File: config.mk
export PLATFORM = sky130hd
export DESIGN_NAME = iic_arbiter
export DESIGN_NICKNAME = d
export VERILOG_FILES = /design/src/rtl/iic_arbiter.sv
export SDC_FILE = /design/constraint.sdc
export NUM_CORES = 1
export LEC_CHECK = 0
export CELL_PAD_IN_SITES_DETAIL_PLACEMENT = 0
export CELL_PAD_IN_SITES_GLOBAL_PLACEMENT = 1
export CORE_UTILIZATION = 31
export DETAILED_ROUTE_END_ITERATION = 8
export HOLD_SLACK_MARGIN = 0.03
export PLACE_DENSITY = 0.93
export REMOVE_ABC_BUFFERS = 1
export SLEW_MARGIN = 10
export SYNTH_ARGS = -nofsm -noshare
export SYNTH_HDL_FRONTEND = slang
export SYNTH_SLANG_ARGS = --single-unit
File: constraint.sdc
create_clock -name sysclk -period 6.1 [get_ports sysclk]
set_input_delay 1.22 -clock sysclk [delete_from_list [all_inputs] [get_ports sysclk]]
set_output_delay 1.22 -clock sysclk [all_outputs]
set_load 0.05 [all_outputs]
File: src/rtl/iic_arbiter.sv
// iic_arbiter: round-robin sharing of one IIC_M master between N_REQ clients.
// Captures the winner's command, launches one IIC_M transaction, steers the
// byte strobes to the winner and reports completion or timeout.
module iic_arbiter #(
  parameter int unsigned N_REQ          = 4,
  parameter int unsigned DATA_WIDTH     = 8,
  parameter int unsigned LEN_WIDTH      = 8,
  parameter int unsigned TIMEOUT_CYCLES = 1_000_000
) (
  input  logic                          sysclk,
  input  logic                          rst,
  input  logic [N_REQ-1:0]              c_req,
  input  logic [N_REQ-1:0]              c_mode,
  input  logic [N_REQ*7-1:0]            c_dev,
  input  logic [N_REQ*16-1:0]           c_reg,
  input  logic [N_REQ*LEN_WIDTH-1:0]    c_wlen,
  input  logic [N_REQ*LEN_WIDTH-1:0]    c_rlen,
  input  logic [N_REQ*DATA_WIDTH-1:0]   c_wr_data,
  output logic [N_REQ-1:0]              c_wr_valid,
  output logic [DATA_WIDTH-1:0]         c_rd_data,
  output logic [N_REQ-1:0]              c_rd_valid,
  output logic [N_REQ-1:0]              c_grant,
  output logic [N_REQ-1:0]              c_done,
  output logic [N_REQ-1:0]              c_err,
  output logic                          arb_busy,
  output logic                          m_req,
  output logic                          m_mode,
  output logic [6:0]                    m_dev,
  output logic [15:0]                   m_reg,
  output logic [LEN_WIDTH-1:0]          m_wlen,
  output logic [LEN_WIDTH-1:0]          m_rlen,
  output logic [DATA_WIDTH-1:0]         m_wr_data,
  input  logic                          m_wr_valid,
  input  logic [DATA_WIDTH-1:0]         m_rd_data,
  input  logic                          m_rd_valid,
  input  logic                          m_busy,
  input  logic                          m_done
);

  localparam int unsigned IDX_W = (N_REQ > 1) ? $clog2(N_REQ) : 1;
  localparam int unsigned CNT_W = $clog2(TIMEOUT_CYCLES + 1);

  typedef enum logic [2:0] {
    IDLE, GRANT, LAUNCH, WAIT_BUSY, WAIT_DONE, FINISH
  } state_e;

  state_e                 state_q, state_d;
  logic [IDX_W-1:0]       win_q, win_d;
  logic [IDX_W-1:0]       last_q, last_d;
  logic [CNT_W-1:0]       cnt_q, cnt_d;
  logic                   to_q, to_d;
  logic [N_REQ-1:0]       grant_q, grant_d;
  logic [N_REQ-1:0]       done_q, done_d;
  logic [N_REQ-1:0]       err_q, err_d;
  logic                   busy_q, busy_d;
  logic                   mreq_q, mreq_d;
  logic                   mmode_q, mmode_d;
  logic [6:0]             mdev_q, mdev_d;
  logic [15:0]            mreg_q, mreg_d;
  logic [LEN_WIDTH-1:0]   mwlen_q, mwlen_d;
  logic [LEN_WIDTH-1:0]   mrlen_q, mrlen_d;

  logic [IDX_W-1:0]       rr_idx, rr_win;
  logic                   rr_found;
  logic                   sel_mode;
  logic [6:0]             sel_dev;
  logic [15:0]            sel_reg;
  logic [LEN_WIDTH-1:0]   sel_wlen, sel_rlen;
  logic [DATA_WIDTH-1:0]  sel_wr_data;
  logic [CNT_W-1:0]       cnt_inc;
  logic                   timeout_hit;
  logic                   in_wait;

  // Round-robin pick: first requester after the last granted client.
  always_comb begin
    rr_idx   = '0;
    rr_win   = last_q;
    rr_found = 1'b0;
    for (int unsigned off = 1; off <= N_REQ; off++) begin
      rr_idx = IDX_W'((32'(last_q) + off) % N_REQ);
      if (!rr_found && c_req[rr_idx]) begin
        rr_win   = rr_idx;
        rr_found = 1'b1;
      end
    end
  end

  // Per-client field mux driven by the registered winner index.
  always_comb begin
    sel_mode    = 1'b0;
    sel_dev     = '0;
    sel_reg     = '0;
    sel_wlen    = '0;
    sel_rlen    = '0;
    sel_wr_data = '0;
    for (int unsigned i = 0; i < N_REQ; i++) begin
      if (win_q == IDX_W'(i)) begin
        sel_mode    = c_mode[i];
        sel_dev     = c_dev[7*i +: 7];
        sel_reg     = c_reg[16*i +: 16];
        sel_wlen    = c_wlen[LEN_WIDTH*i +: LEN_WIDTH];
        sel_rlen    = c_rlen[LEN_WIDTH*i +: LEN_WIDTH];
        sel_wr_data = c_wr_data[DATA_WIDTH*i +: DATA_WIDTH];
      end
    end
  end

  assign cnt_inc     = cnt_q + CNT_W'(1);
  assign timeout_hit = (cnt_inc == CNT_W'(TIMEOUT_CYCLES));

  // Next-state and registered-output logic.
  always_comb begin
    state_d = state_q;
    win_d   = win_q;
    last_d  = last_q;
    cnt_d   = cnt_q;
    to_d    = to_q;
    grant_d = grant_q;
    done_d  = '0;
    err_d   = '0;
    busy_d  = (state_q != IDLE);
    mreq_d  = 1'b0;
    mmode_d = mmode_q;
    mdev_d  = mdev_q;
    mreg_d  = mreg_q;
    mwlen_d = mwlen_q;
    mrlen_d = mrlen_q;
    case (state_q)
      IDLE: begin
        if (rr_found) begin
          win_d   = rr_win;
          state_d = GRANT;
        end
      end
      GRANT: begin
        grant_d = N_REQ'(1) << win_q;
        mmode_d = sel_mode;
        mdev_d  = sel_dev;
        mreg_d  = sel_reg;
        mwlen_d = sel_wlen;
        mrlen_d = sel_rlen;
        state_d = LAUNCH;
      end
      LAUNCH: begin
        mreq_d  = 1'b1;
        cnt_d   = '0;
        to_d    = 1'b0;
        state_d = WAIT_BUSY;
      end
      WAIT_BUSY, WAIT_DONE: begin
        cnt_d = cnt_inc;
        if (m_done) begin
          state_d = FINISH;
        end else if (timeout_hit) begin
          to_d    = 1'b1;
          state_d = FINISH;
        end else if (m_busy) begin
          state_d = WAIT_DONE;
        end
      end
      FINISH: begin
        done_d  = grant_q;
        err_d   = to_q ? grant_q : '0;
        last_d  = win_q;
        grant_d = '0;
        state_d = IDLE;
      end
      default: state_d = IDLE;
    endcase
  end

  // State and output registers; reset abandons any transaction.
  always_ff @(posedge sysclk or posedge rst) begin
    if (rst) begin
      state_q <= IDLE;
      win_q   <= '0;
      last_q  <= IDX_W'(N_REQ - 1);
      cnt_q   <= '0;
      to_q    <= 1'b0;
      grant_q <= '0;
      done_q  <= '0;
      err_q   <= '0;
      busy_q  <= 1'b0;
      mreq_q  <= 1'b0;
      mmode_q <= 1'b0;
      mdev_q  <= '0;
      mreg_q  <= '0;
      mwlen_q <= '0;
      mrlen_q <= '0;
    end else begin
      state_q <= state_d;
      win_q   <= win_d;
      last_q  <= last_d;
      cnt_q   <= cnt_d;
      to_q    <= to_d;
      grant_q <= grant_d;
      done_q  <= done_d;
      err_q   <= err_d;
      busy_q  <= busy_d;
      mreq_q  <= mreq_d;
      mmode_q <= mmode_d;
      mdev_q  <= mdev_d;
      mreg_q  <= mreg_d;
      mwlen_q <= mwlen_d;
      mrlen_q <= mrlen_d;
    end
  end

  // Byte strobes pass through only while a transaction is in flight.
  assign in_wait    = (state_q == WAIT_BUSY) || (state_q == WAIT_DONE);
  assign c_wr_valid = (in_wait && m_wr_valid) ? grant_q : '0;
  assign c_rd_valid = (in_wait && m_rd_valid) ? grant_q : '0;
  assign c_rd_data  = m_rd_data;
  assign m_wr_data  = sel_wr_data;

  assign c_grant  = grant_q;
  assign c_done   = done_q;
  assign c_err    = err_q;
  assign arb_busy = busy_q;
  assign m_req    = mreq_q;
  assign m_mode   = mmode_q;
  assign m_dev    = mdev_q;
  assign m_reg    = mreg_q;
  assign m_wlen   = mwlen_q;
  assign m_rlen   = mrlen_q;

endmodule

==> out/results.txt <==
Area of the mapped netlist: 4940 µm²
Worst slew margin relative to its limit: 21.4%
Max FO, Critical Path: 1
Count of endpoints failing setup in the final report: 0
Cts bufs inserted: 9
Clock power frac: 13.8%
Startpoint type of the worst setup path: input pin
DRT Pass-1 Iters: 6
Share of cells above drive strength 1: 18.4%
Post-synthesis cell type with the largest combined area: sky130_fd_sc_hd__dfrtp_1
Post-synthesis cell count: 406
Placement Rows: 45
CTS Sinks: 82
Fin crit period: 4.07 ns
Critical Path RT: 4.88 ns
Area delta synth->final: 63.3%
Placer's final routability congestion estimate: 0.881
Mean area per synthesized cell: 12.2 µm²
Net count of the finished layout: 866
Start-to-end type of the worst setup path: in2out
Violation count after the first detailed-route iteration: 320
Initial antenna violation count: 1
Fraction of registers with async set or reset after synthesis: 100%
Hold WC Path Type: reg2reg
Layout Skew: 0.00920 ns
Transition time at the pin with the least slew margin: 1.18 ns
RSZ-0062 raised after global routing: false
Initial standard-cell utilization of the core: 32.1%
Flop pwr share: 27.1%
DRC violations left: 0
Data arrival, critical path: 2.85 ns
Vias/cell: 5.13
Number of warnings printed during yosys synthesis: 0
Start point of the worst min-delay path: m_rlen[0]
Area share of the largest cell type after synthesis: 40.5%
Count of nets left with antenna violations after detail routing: 0
Total I/O pin count: 288
Maximum clock path buffer count: 2
Overflow left after global routing: 0
Library cells used by synthesis: 50
Power spent charging and discharging nets: 1.67 mW
Status: finished, final reports clean
Post-cts resize count: 0
PwrDens: 457 nW/µm²
Number of buffers added on ports: 271
CTS tree: yes
Maxcap violations: 0
Switching fraction of total power: 45.4%
First-pass GRT wire length: 25.2 mm
Final worst-path cycle share: 66.7%
Final count of hold timing violations: 0
Combinational Power Share: 59.2%
Area of the die: 16400 µm²
Maximum number of pins on one net before global-route repair: 53
Hold buffer count at CTS: 0
Top post-synthesis cells by area: sky130_fd_sc_hd__dfrtp_1 41%, sky130_fd_sc_hd__mux4_2 22%, sky130_fd_sc_hd__mux2_2 9.6%, sky130_fd_sc_hd__o21ai_0 3.1%, sky130_fd_sc_hd__and3_1 2.8%
Root buffer cell: sky130_fd_sc_hd__clkbuf_16
Worst reg2reg startpoint: cnt_q[0]
Total wirelength of the detailed-routed design: 17.1 mm
Mean routed wirelength per cell: 19.6 µm
Final antenna diode count: 0
Maximum ir drop on the vdd rail: 198 µV
Total of flip-flops plus latches after synthesis: 82
H-Tree Level Count: 3
Setup crit start: c_wr_data[31]
Max Clock Freq: 246 MHz
Crit end category: output port
Post CTS Setup Buffer Count: 0
Max reg flops: 20
Primary FF master, synth: sky130_fd_sc_hd__dfrtp_1
Clock insertion delay at the later pin of the skew report: 0.33 ns
Final sum of negative setup slack: 0 ns
Post-detail-place hpwl: 13.4 mm
Via count of the first global-routing pass: 4575
Die span in x: 128 µm
Total vias in the final route: 4462
Die height: 128 µm
P_int: 2.01 mW
Number of slew-limit violations in the final report: 0
Number of synthesized flops with an enable pin: 0
Leakage power total: 3.13 nW
Core occupancy in the finished layout: 52.5%
Overall fraction of global-route tracks in use: 20.3%
Clk slew on worst S/H paths: 0.06 ns
Core Region: 15400 µm²
Post-synthesis sequential area ratio: 41.6%
cells by family (layout without fill, tap and decap cells):
kind of cell / after synthesis / count (layout) / synth area share [%]
buffers and inverters: 45 / 298 / 4.08
AND/OR/NAND/NOR: 111 / 111 / 12.2
multiplexers: 91 / 91 / 31.7
AO/OA/AOI/OAI: 74 / 74 / 9.78
adder cells (fa/ha/maj): 2 / 2 / 0.507
flip-flops: 82 / 82 / 41.6
XOR/XNOR: 1 / 1 / 0.177
cell usage in the layout, fill, tap and decap left out, types with 2 or more instances in the layout:
| cell | count |
|---|---|
| sky130_fd_sc_hd__a22o_1 | 6 |
| sky130_fd_sc_hd__o41ai_1 | 4 |
| sky130_fd_sc_hd__nor3_1 | 3 |
| sky130_fd_sc_hd__ha_1 | 2 |
| sky130_fd_sc_hd__clkbuf_16 | 9 |
| sky130_fd_sc_hd__o31ai_1 | 5 |
| sky130_fd_sc_hd__and2_1 | 6 |
| sky130_fd_sc_hd__o21ai_0 | 31 |
| sky130_fd_sc_hd__dfrtp_1 | 78 |
| sky130_fd_sc_hd__and4_1 | 2 |
| sky130_fd_sc_hd__nand2_1 | 24 |
| sky130_fd_sc_hd__clkinv_2 | 3 |
| sky130_fd_sc_hd__or4_1 | 2 |
| sky130_fd_sc_hd__a31oi_1 | 7 |
| sky130_fd_sc_hd__o211ai_1 | 2 |
| sky130_fd_sc_hd__inv_1 | 7 |
| sky130_fd_sc_hd__nand3_1 | 4 |
| sky130_fd_sc_hd__clkbuf_8 | 2 |
| sky130_fd_sc_hd__buf_4 | 3 |
| sky130_fd_sc_hd__o21a_1 | 2 |
| sky130_fd_sc_hd__mux2_2 | 42 |
| sky130_fd_sc_hd__a21oi_1 | 5 |
| sky130_fd_sc_hd__nand4_1 | 8 |
| sky130_fd_sc_hd__and3_1 | 22 |
| sky130_fd_sc_hd__a211oi_1 | 2 |
| sky130_fd_sc_hd__clkdlybuf4s50_1 | 271 |
| sky130_fd_sc_hd__dfstp_2 | 2 |
| sky130_fd_sc_hd__a21o_1 | 2 |
| sky130_fd_sc_hd__mux4_2 | 48 |
| sky130_fd_sc_hd__nor2b_1 | 7 |
| sky130_fd_sc_hd__nor2_1 | 22 |
cell type report:
type / instances / area (µm²)
inverters: 8 / 31.3
repair buffers: 274 / 2740
multi-input cells: 279 / 2690
flip-flops and latches: 82 / 2060
clock inverters: 4 / 26.3
fillers: 1320 / 7310
clock buffers: 12 / 256
well taps: 211 / 264
worst paths after layout:
check / endpoint / slack, ns / depth (start not counted)
setup / recovery: m_wr_data[7] / 2.03 / 3
hold / removal: m_rlen[0] / 0.50 / 1
setup reg to reg: cnt_q[18] / 3.53 / 8
hold reg to reg: m_rlen[0] / 0.50 / 1
max in group asynchronous: cnt_q[15] / 3.82 / 3
min in group asynchronous: m_rlen[7] / 1.26 / 2
worst max-delay path: stages:
cell and delay (ns):
sky130_fd_sc_hd__clkdlybuf4s50_1 0.42, sky130_fd_sc_hd__mux4_2 0.49, sky130_fd_sc_hd__clkdlybuf4s50_1 0.72
through the flow:
stage | worst slack [ns] | power, mW | instances | hold WS [ns] | instance area, µm²
after floorplan | 2.05 | 2.42 | 369 | 0.450 | 4770
after global placement | 2.07 | 3.14 | 854 | 0.485 | 7780
after detailed placement | 2.04 | 3.20 | 854 | 0.494 | 7780
after CTS | 2.03 | 3.72 | 870 | 0.508 | 8060
after global routing | 1.93 | 3.86 | 870 | 0.522 | 8060
final | 2.03 | 3.69 | 870 | 0.504 | 8060
layer usage:
layer	routed length [µm]	global-route usage [%]	share of wire, %	vias to the layer above
li1	-	-	-	2064
met1	6560	22.6	38	2201
met2	8810	36.2	52	171
met3	1220	6.05	7.1	26
met4	463	7.68	2.7	0
met5	0	0	0	-
power by group through the flow:
stage | registers, mW | logic, mW | clock network, mW
2_1_floorplan | 1.51 | 0.911 | 0
3_3_place_gp | 0.996 | 2.14 | 0
3_5_place_dp | 1.02 | 2.18 | 0
4_1_cts | 1.01 | 2.19 | 0.524
5_1_grt | 1.05 | 2.28 | 0.539
6_report | 0.998 | 2.18 | 0.508
Yosys cell counts (all sizes together), types with 5 or more instances:
master and n:
a21oi 5, a22o 6, a31oi 7, and2 6
and3 22, buf 15, clkbuf 22, dfrtp 80
inv 8, mux2 42, mux4 48, nand2 24
nand3 5, nand4 8, nor2 23, nor2b 7
o21ai 31, o31ai 6
Note: power is estimated with default switching activity, not from simulation.
